## config.mk

```make
export PLATFORM = sky130hd
export DESIGN_NAME = fnorm32
export DESIGN_NICKNAME = d
export VERILOG_FILES = /design/src/rtl/fnorm32.sv
export SDC_FILE = /design/constraint.sdc
export NUM_CORES = 1
export LEC_CHECK = 0
export CAP_MARGIN = 0
export CELL_PAD_IN_SITES_DETAIL_PLACEMENT = 1
export CELL_PAD_IN_SITES_GLOBAL_PLACEMENT = 2
export CORE_AREA = 3 3 200 124
export CTS_BUF_LIST = sky130_fd_sc_hd__clkbuf_8
export CTS_CLUSTER_DIAMETER = 150
export CTS_CLUSTER_SIZE = 20
export DETAILED_ROUTE_END_ITERATION = 12
export DIE_AREA = 0 0 203 127
export PLACE_DENSITY = 0.74
export SETUP_SLACK_MARGIN = 0.15
export SYNTH_ARGS = -nofsm -noshare
export SYNTH_HDL_FRONTEND = slang
export SYNTH_SLANG_ARGS = --single-unit
```

## constraint.sdc

```tcl
create_clock -name clk -period 3.89 [get_ports clk]
set_input_delay 0.5835 -clock clk [delete_from_list [all_inputs] [get_ports clk]]
set_output_delay 0.5835 -clock clk [all_outputs]
set_load 0.02 [all_outputs]
```

## src/rtl/fnorm32.sv

```systemverilog
// fnorm32 -- normalise, round and pack the raw sum of a single-precision adder.
//
// Takes the raw mantissa sum of an IEEE-754 single-precision add (with its
// carry-out, sign and larger-operand exponent). It normalises the mantissa,
// rounds to nearest-even and packs the result into a 32-bit word. It handles
// one operation at a time.
//
// Ports
//   clk        system clock, rising edge
//   rst_n      asynchronous active-low reset
//   in_valid   raw sum available
//   in_ready   block idle, accepts a raw sum
//   in_sign    result sign
//   in_exp     biased exponent of the larger operand
//   in_cout    mantissa-add carry-out (bit 27 of the raw value)
//   in_man     raw mantissa: [26] hidden, [25:3] fraction, [2] guard, [1:0] round/sticky
//   out_valid  packed result available
//   out_ready  consumer takes the result
//   out_res    packed IEEE-754 single
//   out_ovf    result overflowed to infinity
module fnorm32 (
  input  logic        clk,
  input  logic        rst_n,
  input  logic        in_valid,
  output logic        in_ready,
  input  logic        in_sign,
  input  logic [7:0]  in_exp,
  input  logic        in_cout,
  input  logic [26:0] in_man,
  output logic        out_valid,
  input  logic        out_ready,
  output logic [31:0] out_res,
  output logic        out_ovf
);

  typedef enum logic [1:0] {
    IDLE  = 2'd0,
    NORM  = 2'd1,
    ROUND = 2'd2,
    DONE  = 2'd3
  } state_t;

  state_t      state_r, state_s;
  logic [27:0] man_r, man_s;
  logic [9:0]  exp_r, exp_s;
  logic        sign_r, sign_s;
  logic [31:0] res_r, res_s;
  logic        ovf_r, ovf_s;

  // Rounding datapath, used only while in ROUND.
  logic        round_inc_s;
  logic [27:0] man_rnd_s;
  logic [27:0] man_fin_s;
  logic [9:0]  exp_fin_s;

  // Round-to-nearest-even at bit 3, then renormalise if the increment carried into bit 27.
  always_comb begin
    round_inc_s = man_r[2] & (man_r[1] | man_r[0] | man_r[3]);
    man_rnd_s   = man_r + {24'd0, round_inc_s, 3'b000};
    if (man_rnd_s[27]) begin
      man_fin_s = {1'b0, man_rnd_s[27:1]};
      exp_fin_s = exp_r + 10'd1;
    end else begin
      man_fin_s = man_rnd_s;
      exp_fin_s = exp_r;
    end
  end

  // Next-state and datapath updates for the normalise/round/pack sequence.
  always_comb begin
    state_s = state_r;
    man_s   = man_r;
    exp_s   = exp_r;
    sign_s  = sign_r;
    res_s   = res_r;
    ovf_s   = ovf_r;
    case (state_r)
      IDLE: begin
        if (in_valid) begin
          man_s   = {in_cout, in_man};
          // Exponent 0 (subnormal operands) behaves as exponent 1.
          exp_s   = (in_exp == 8'd0) ? 10'd1 : {2'b00, in_exp};
          sign_s  = in_sign;
          state_s = NORM;
        end else begin
          state_s = IDLE;
        end
      end
      NORM: begin
        if (man_r == 28'd0) begin
          state_s = ROUND;
        end else if (man_r[27]) begin
          // Carry-out: shift right once, keep the lost bit as sticky.
          man_s   = {1'b0, man_r[27:2], man_r[1] | man_r[0]};
          exp_s   = exp_r + 10'd1;
          state_s = ROUND;
        end else if (!man_r[26] && (exp_r > 10'd1)) begin
          // One left shift per cycle. Stop at exponent 1 to leave a subnormal.
          man_s   = {man_r[26:0], 1'b0};
          exp_s   = exp_r - 10'd1;
          state_s = NORM;
        end else begin
          state_s = ROUND;
        end
      end
      ROUND: begin
        man_s = man_fin_s;
        exp_s = exp_fin_s;
        if (exp_fin_s >= 10'd255) begin
          res_s = {sign_r, 8'hFF, 23'h000000};
          ovf_s = 1'b1;
        end else begin
          // No hidden bit means a subnormal or zero: exponent field is 0.
          res_s = {sign_r, (man_fin_s[26] ? exp_fin_s[7:0] : 8'h00), man_fin_s[25:3]};
          ovf_s = 1'b0;
        end
        state_s = DONE;
      end
      DONE: begin
        if (out_ready) begin
          state_s = IDLE;
        end else begin
          state_s = DONE;
        end
      end
      default: begin
        state_s = IDLE;
      end
    endcase
  end

  // State and datapath registers. Reset discards any operation in flight.
  always_ff @(posedge clk or negedge rst_n) begin
    if (!rst_n) begin
      state_r <= IDLE;
      man_r   <= 28'd0;
      exp_r   <= 10'd0;
      sign_r  <= 1'b0;
      res_r   <= 32'd0;
      ovf_r   <= 1'b0;
    end else begin
      state_r <= state_s;
      man_r   <= man_s;
      exp_r   <= exp_s;
      sign_r  <= sign_s;
      res_r   <= res_s;
      ovf_r   <= ovf_s;
    end
  end

  assign in_ready  = (state_r == IDLE);
  assign out_valid = (state_r == DONE);
  assign out_res   = res_r;
  assign out_ovf   = ovf_r;

endmodule
```

==> Word-level counts from Yosys, hierarchy flattened <==
Cells that the tools add are included.
{ "totals": {"ff_bits": 74, "inputBits": 41, "out_inout_bits": 35, "elab_cells": 52} }
{ "op_classes": {"add_sub_neg": 3, "n_lt_le_gt_ge": 2, "n_eq_ne": 6, "muxes": 22, "n_bitwise": 3, "reduce_logical": 9} }
{ "ops": {"columns": ["op", "count"], "rows": [
  ["2-to-1 mux 28 bit", 4],
  ["one-hot mux 28 bit (3 select lines)", 1],
  ["2-to-1 mux 10 bit", 5],
  ["2-to-1 mux 31 bit", 1],
  ["one-hot mux 10 bit (3 select lines)", 1],
  ["adder 28 x 4 -> 28 bit", 1],
  ["zero test 28 bit", 1],
  ["2-to-1 mux 27 bit", 1],
  ["2-to-1 mux 8 bit", 2],
  ["adder 10 x 1 -> 10 bit (second input constant)", 1],
  ["greater-or-equal comparator 10 x 8 -> 1 bit (second input constant)", 1],
  ["greater-than comparator 10 x 1 -> 1 bit (second input constant)", 1],
  ["subtractor 10 x 1 -> 10 bit (second input constant)", 1],
  ["zero test 8 bit", 1],
  ["2-to-1 mux 2 bit", 4],
  ["one-hot mux 2 bit (4 select lines)", 1],
  ["equality test 2 bit (second input constant)", 2],
  ["!= test 2 bit (second input constant)", 2],
  ["AND reduction 4 bit", 1],
  ["!= test 3 bit (second input constant)", 1],
  ["AND reduction 3 bit", 1],
  ["nonzero test 3 bit", 1],
  ["equality test 2 x 1 -> 1 bit (second input constant)", 1],
  ["zero test 2 bit", 1],
  ["6 further kinds", 8]
]} }

==> Logic depth before layout (Yosys ltp) <==
Gate-level depths: netlist (run 1).
{ "logic_depth": {"word_depth": 7, "ltp_mapped": 12, "ltp_nobuf": 9} }

==> Worst setup path after synthesis (run 1) <==
Ideal clock, no wire load.
{ "synth_path": {"path_kind": "reg2reg", "start": "reg man_r[2]", "end": "reg res_r[8], in the netlist out_res[8]", "setup_time_ns": 0.128, "arrival_ns": 2.558, "t_required_ns": 3.762, "setup_slack_ns": 1.204, "stages_incl_launch_ff": 12, "period_less_slack_ns": 2.686, "cell_sequence": "dfrtp_1 and2_1 ha_1 nand4_1 nor2_1 a31oi_1 or4_1 a222oi_1 or2_1 buf_4 buf_6 o2bb2ai_2"} }
{ "synth_via": {"elab_chain_cells": 5} }
{ "synth_lines": {"columns": ["item", "line_no", "rtl"], "rows": [
  ["start, declared", "44", "logic [27:0] man_r, man_s;"],
  ["start signal, assigned", "143", "man_r <= man_s;"],
  ["AND 1 bit", "58", "round_inc_s = man_r[2] & (man_r[1] | man_r[0] | man_r[3]);"],
  ["adder 28 x 4 -> 28 bit (*)", "59", "man_rnd_s = man_r + {24'd0, round_inc_s, 3'b000};"],
  ["2-to-1 mux 10 bit", "60", "if (man_rnd_s[27]) begin"],
  ["greater-or-equal comparator 10 x 8 -> 1 bit", "109", "if (exp_fin_s >= 10'd255) begin"],
  ["2-to-1 mux 31 bit (*)", "109", null],
  ["end signal, assigned", "146", "res_r <= res_s;"],
  ["end, declared", "47", "logic [31:0] res_r, res_s;"]
]} }
Every way passes the cells marked *; elsewhere a longest branch is shown, timed or not.
A chain may end at the register's enable or synchronous reset.

==> Worst setup path in the final report (run 1) <==
{ "layout_path": {"start": "reg man_r[2]", "end": "reg res_r[23], in the netlist out_res[23]"} }
{ "layout_via": {"elab_chain_cells": 5} }
{ "layout_lines": {"columns": ["item", "line_no"], "rows": [
  ["AND 1 bit", "58"],
  ["adder 28 x 4 -> 28 bit (*)", "59"],
  ["2-to-1 mux 10 bit or 2-to-1 mux 27 bit (tied branches)", "60"],
  ["greater-or-equal comparator 10 x 8 -> 1 bit or 2-to-1 mux 8 bit (tied branches)", "109, 114"],
  ["2-to-1 mux 31 bit (*)", "109"]
]} }
Marked as above.

==> results of run 1 <==
-- power groups by stage --
stage | clock, W | sequential [W] | combinational [W]
2_1_floorplan | 0 | 0.00154 | 0.00238
3_3_place_gp | 0 | 0.00167 | 0.00376
3_5_place_dp | 0 | 0.00168 | 0.00377
4_1_cts | 0.000705 | 0.00167 | 0.00380
5_1_grt | 0.000737 | 0.00174 | 0.00420
6_report | 0.000695 | 0.00169 | 0.00386
-- cells in the final DEF (no fill, tap or decap), drive strengths merged, types with 3 or more instances in the layout --
cell type      instances
or4                    3
o22ai                  9
nor2                  35
a21o                   3
inv                   20
a311oi                 3
nand4                 14
a22oi                 12
a32oi                  7
dfrtp                 74
xor2                  10
a211o                  3
nor2b                  6
ha                     8
o31ai                 13
and3                  15
nor3                  15
clkbuf                 9
or3                   10
clkdlybuf4s50         74
or2                    5
o2bb2ai               18
a31oi                 15
nand3                 36
mux2                   4
xnor2                 25
buf                   37
a221oi                15
o211ai                 7
a21oi                 25
o32a                   3
o211a                  4
nor4                  15
nand2                 88
mux2i                  6
o21ai                 82
a21boi                 4
-- sequential cells by signal, summed over array words and instances, names as in the netlist --
register,cells
exp_r,10
state_r,2
out_res,32
sign_r,1
man_r,28
out_ovf,1
-- metrics by stage --
| step | worst slack, ns | total power (W) |
|---|---|---|
| floorplan | 1.20 | 0.00391 |
| global placement | 0.594 | 0.00544 |
| detailed placement | 0.480 | 0.00545 |
| CTS | 0.454 | 0.00618 |
| global route | 0.172 | 0.00667 |
| finish | 0.497 | 0.00624 |
-- worst paths after layout --
path | startpoint | end | slack [ns] | cells after the start
setup / recovery | man_r[2] | out_res[23] | 0.50 | 10
hold / removal | rst_n | exp_r[2] | 0.37 | 1
setup reg to reg | man_r[2] | out_res[23] | 0.50 | 10
hold reg to reg | out_res[0] | out_res[0] | 0.50 | 1
max in group asynchronous | rst_n | man_r[19] | 2.82 | 1
min in group clk | out_res[0] | out_res[0] | 0.50 | 1
-- area by class of cell --
type / instances / share of cell area
inverters: 16 / 0.00856
repair buffers: 111 / 0.145
clock buffers: 9 / 0.0176
flip-flops and latches: 74 / 0.264
well taps: 315 / 0.0561
clock inverters: 7 / 0.0118
multi-input cells: 547 / 0.497
-- worst max-delay path, delay by kind of cell, from the launching register on --
| kind | cells | cell delay [ns] |
|---|---|---|
| flip-flops | 1 | 0.50 |
| AO/OA/AOI/OAI | 3 | 0.95 |
| buffers and inverters | 1 | 0.23 |
| multiplexers | 1 | 0.36 |
| adder cells (fa/ha/maj) | 1 | 0.22 |
| AND/OR/NAND/NOR | 4 | 0.99 |
-- layer usage --
layer,vias up,share of wire,global-route usage
met5,-,0,0
met4,0,0.0065,0.0273
met3,14,0.081,0.0385
met2,282,0.36,0.241
met1,3053,0.55,0.342
li1,2738,-,-
-- kinds of logic after synthesis --
kind of cell / synth area share
AO/OA/AOI/OAI: 0.300
XOR/XNOR: 0.0537
adder cells (fa/ha/maj): 0.0175
buffers and inverters: 0.0673
flip-flops: 0.324
multiplexers: 0.0184
AND/OR/NAND/NOR: 0.219
-- timing repair --
item	CTS	global route
setup buffers	0	0
endpoints found under the setup margin	0	6
gates resized for setup	0	0
hold buffers	0	0
==> impl_metrics.tcl, run 1 <==
set metrics [dict create \
    die-height_um 127 \
    finalHoldViolCount 0 \
    cpMostUsedCell "or2_1" \
    synth_commonest_cells "88 x nand2_1, 82 x o21ai_0, 74 x dfrtp_1, 47 x clkbuf_1, 36 x nand3_1" \
    initial_core_util 0.249 \
    vias 6087 \
    first_iter_violations 695 \
    cts_tree "yes" \
    multi_input_area_um2 3490 \
    antenna_found_initial 0 \
    pwr-share-seq 0.271 \
    final_max_slew_viol_count 0 \
    drive_above_1_share 0.107 \
    synth_seq_area_share 0.324 \
    path_cells "and2_1, ha_1, nand4_1, or2_1, o31ai_4, a21boi_2, mux2_1, or2_1, buf_4, o22a_1" \
    rsz0062_at_grt "no" \
    synthCells 711 \
    clock_sinks 74 \
    avgSynthCellArea_um2 8.03 \
    skew_ns 0.0194 \
    cp.required_ns 4.17 \
    track_usage 0.197 \
    die_area_um2 25800 \
    async_reset_ff_frac 1.00 \
    ctsLongestPathBuffers 2 \
    period_minus_slack_ns 3.39 \
    worst-path-max-fanout 19 \
    syn-num-nets 760 \
    drt_pass1_iterations 7 \
    synth_most_common_cell "nand2_1" \
    synth_top_cell_by_area "dfrtp_1" \
    area_growth_pct 22.9 \
    clk_latency_ns 0.39 \
    synthTopCellsByArea "dfrtp_1 32%, o21ai_0 7.2%, nand2_1 5.8%, xnor2_1 3.8%, nand3_1 3.2%" \
    utilization 0.306 \
    synth_top_area_frac 0.324 \
    fillers 2760 \
    finalInstanceArea_um2 7020 \
    cts_made_buffers 9 \
    worst_slew_pin_slew_ns 1.10 \
    powerDensity_nw_per_um2 889 \
    seq_area_um2 1850 \
    grt_pass1_vias 5970 \
    synth_edf_count 0 \
    vias_per_cell 5.64 \
    arrival_ns 3.68 \
    p_int_w 0.00288 \
    ys_warn_count 0 \
    io_buffers 75 \
    leakage_nw 2.63 \
    hpwl_um 18200 \
    synth_cell_types 67 \
    synthFlopType "dfrtp_1" \
    startpoint_type "flip-flop" \
    drv_cap 0 \
    dp.cells 1063 \
    ant_nets 0 \
    relSlewSlack 0.264 \
    ioPinCount 76 \
    run_status "complete, no violations" \
    ir_worst_vdd_mv 0.391 \
    worst_path_max_delay_cell "o31ai_4" \
    switchingPower_w 0.00336 \
    max_stage_delay_ns 0.59 \
    wl_per_cell_um 23.5 \
    die_w_um 203 \
    num_antenna_cells 0 \
    drcViolationCount 0 \
    min_path_type "input pin to async pin" \
    fmax_ghz 0.295 \
    totalWireLength_um 25400 \
    overflow 0 \
    gp_congestion 0.881 \
    clk_pin_slew_ns 0.11 \
    core_um2 23000 \
    worstSetupPathType "flip-flop to flip-flop" \
    grt_pass1_wl_um 39100 \
    clkPwrFrac 0.111 \
    tns_ns 0 \
    ys_ff_latch 74 \
    rows 43 \
    end_kind "flip-flop" \
    dpl_cell_area_um2 6810 \
    power.share.combinational 0.618 \
    fin_crit_sh 0.872 \
    grt_max_degree 75 \
    hold_ws_ns 0.372 \
    stdcell_count 1079 \
    h-tree-depth 3 \
    cts-root-buf "clkbuf_8" \
    layout.nets 808 \
    netSwitchingFraction 0.539 \
    syn_area_um2 5710 \
    setup_viol 0 \
]
Power figures use the tool's default switching activity.
==> run 2: changes to the inputs <==
ABC_AREA = 1   (was default)
CORE_AREA = 3 3 196 121   (was 3 3 200 124)
DIE_AREA = 0 0 199 124   (was 0 0 203 127)
PLACE_DENSITY = 0.79   (was 0.74)
==> run 2 against run 1 <==
Net effect:
- hold slack gained 0.0092 ns
- fmax grew 15%
- final cell count grew 7.9%
- area after synthesis shrank 3.6%
- synthesized cell count grew 15%
- die area shrank 4.3%
- critical path type unchanged
- largest cell class unchanged
- largest power group unchanged
- highest routed layer unchanged
==> impl_metrics.tcl, run 2 <==
set metrics [dict create \
    run_status "complete, no violations" \
    cts-root-buf "clkbuf_8" \
    final_max_slew_viol_count 0 \
    end_kind "flip-flop" \
    cts_made_buffers 9 \
    drt_pass1_iterations 5 \
    grt_max_degree 75 \
    worst-path-max-fanout 10 \
    period_minus_slack_ns 2.96 \
    synth_commonest_cells "212 x nand2_1, 85 x nor2_1, 81 x inv_1, 74 x dfrtp_1, 65 x o21ai_0" \
    track_usage 0.190 \
    cts_resized 0 \
    area_growth_pct 21.4 \
    overflow 0 \
    synth_most_common_cell "nand2_1" \
    num_antenna_cells 0 \
    hold_ws_ns 0.381 \
    min_path_type "input pin to async pin" \
    total_power_w 0.00602 \
    leakage_nw 3.06 \
    clk_latency_ns 0.39 \
    synth_edf_count 0 \
    tns_ns 0 \
    wl_per_cell_um 19.7 \
    die-height_um 124 \
    vias_per_cell 5.02 \
    ant_nets 0 \
    fmax_ghz 0.337 \
    final_cell_mix "212 x nand2_1, 85 x nor2_1, 82 x inv_1" \
    pwr-share-seq 0.264 \
    skew_ns 0.0192 \
    synth_top_area_frac 0.336 \
    io_buffers 75 \
    initial_core_util 0.250 \
    h-tree-depth 3 \
    layout_commonest_cell "nand2_1" \
    async_reset_ff_frac 1.00 \
    syn-num-nets 868 \
    startpoint_type "flip-flop" \
    netSwitchingFraction 0.554 \
    die_area_um2 24700 \
    stdcell_count 1164 \
    clock_sinks 74 \
    synthFlopType "dfrtp_1" \
    dp.cells 1148 \
    synthCells 819 \
    synth_top_cell_by_area "dfrtp_1" \
    ys_ff_latch 74 \
    drcViolationCount 0 \
    cts_tree "yes" \
    largest_reg_flops 32 \
    grt_pass1_vias 5723 \
    p_int_w 0.00269 \
    ctsLongestPathBuffers 2 \
    cp.required_ns 4.17 \
    ir_worst_vdd_mv 0.271 \
    ys_warn_count 0 \
    core_um2 22000 \
    clkPwrFrac 0.111 \
    power.share.combinational 0.625 \
    grt_pass1_wl_um 35400 \
    utilization 0.304 \
    finalHoldViolCount 0 \
    totalWireLength_um 23000 \
    synth_cell_types 38 \
    postCtsHoldBufs 0 \
    synth_seq_area_share 0.336 \
    drv_cap 0 \
    clk_pin_slew_ns 0.10 \
    rsz0062_at_grt "no" \
    gp_congestion 0.882 \
    rows 42 \
    vias 5841 \
    avgSynthCellArea_um2 6.72 \
    arrival_ns 3.25 \
    synthTopCellsByArea "dfrtp_1 34%, nand2_1 14%, o21ai_0 5.9%, nor2_1 5.8%, inv_1 5.5%" \
    postCtsSetupRepairBufs 0 \
    setup_viol 0 \
    layout.nets 922 \
    hpwl_um 17500 \
    switchingPower_w 0.00333 \
    worstSetupPathType "flip-flop to flip-flop" \
    worst_slew_pin_slew_ns 1.02 \
    fin_crit_sh 0.762 \
    ioPinCount 76 \
    powerDensity_nw_per_um2 900 \
    relSlewSlack 0.321 \
    drive_above_1_share 0.0763 \
    antenna_found_initial 0 \
    die_w_um 199 \
    syn_area_um2 5510 \
    first_iter_violations 572 \
]
==> run 2: cell count changes in the layout (fill, tap and decap cells not counted), sizes merged, moves of 12 or more <==
cell | before | now
a21oi | 25 | 54
a221oi | 15 | 1
a31oi | 15 | 3
and3 | 15 | 0
buf | 37 | 10
inv | 20 | 85
nand2 | 88 | 225
nand3 | 36 | 58
nor2 | 35 | 93
nor4 | 15 | 3
o2bb2ai | 18 | 0
o31ai | 13 | 0
xnor2 | 25 | 0
xor2 | 10 | 29
==> run 2: power groups by stage <==
| stage | combinational, W | clock (W) | sequential [W] |
|---|---|---|---|
| 2_1_floorplan | 0.00234 | 0 | 0.00156 |
| 3_3_place_gp | 0.00368 | 0 | 0.00159 |
| 3_5_place_dp | 0.00372 | 0 | 0.00159 |
| 4_1_cts | 0.00374 | 0.000678 | 0.00158 |
| 5_1_grt | 0.00416 | 0.000718 | 0.00164 |
| 6_report | 0.00376 | 0.000666 | 0.00159 |
==> run 2: final cells by class <==
type,instances,area (um2)
timing repair buffer,84,816
clock inverter,6,66.3
clock buffer,10,138
tap,286,358
fill,2739,15300
multi-input combinational,621,3140
inverter,83,312
sequential,74,1850
==> run 2: logic make-up (layout without fill, tap and decap cells) <==
group                      count (synthesis)  after routing  synth area share
and+or+nand+nor                          424            424             0.345
adders and majority gates                  8              8            0.0182
DFF                                       74             74             0.336
AOI/OAI and AO/OA                        160            160             0.161
xor gates and xnor gates                  29             29            0.0461
buffers and inverters                    124            183            0.0938
==> run 2: metal layers <==
layer  wire length (um)  GRT usage  part of all wire
met3               1950     0.0560             0.085
met1              13200      0.322              0.58
met5                  0          0                 0
met4                 98     0.0193            0.0043
met2               7710      0.228              0.34
==> run 2: path summary, 6_finish.rpt <==
check	to	depth (start not counted)	slack, ns	from
max in group asynchronous	man_r[13]	1	2.86	rst_n
min reg2reg	out_res[31]	2	0.49	out_res[31]
max reg2reg	man_r[16]	15	0.93	man_r[2]
min	out_res[30]	1	0.38	rst_n
max	man_r[16]	15	0.93	man_r[2]
min in group clk	out_res[31]	2	0.49	out_res[31]
==> run 2: through the flow <==
step	worst slack, ns	instance area (um2)
after floorplan	1.65	5510
after global placement	1.15	6480
after detailed placement	1.05	6480
after CTS	1.02	6680
after global routing	0.660	6680
final	0.927	6680
==> run 2: worst max-delay path, stage by stage (launching register included) <==
cell     delay, ns
dfrtp_1       0.45
nand2_1       0.12
inv_1         0.10
ha_1          0.20
nand2_2       0.10
nor2_4        0.17
nand2_4       0.10
inv_1         0.12
nand2_1       0.09
nand2_2       0.15
nand2_4       0.12
nor2_2        0.41
nand2_1       0.09
o21ai_0       0.23
o21ai_0       0.28
o21ai_0       0.13
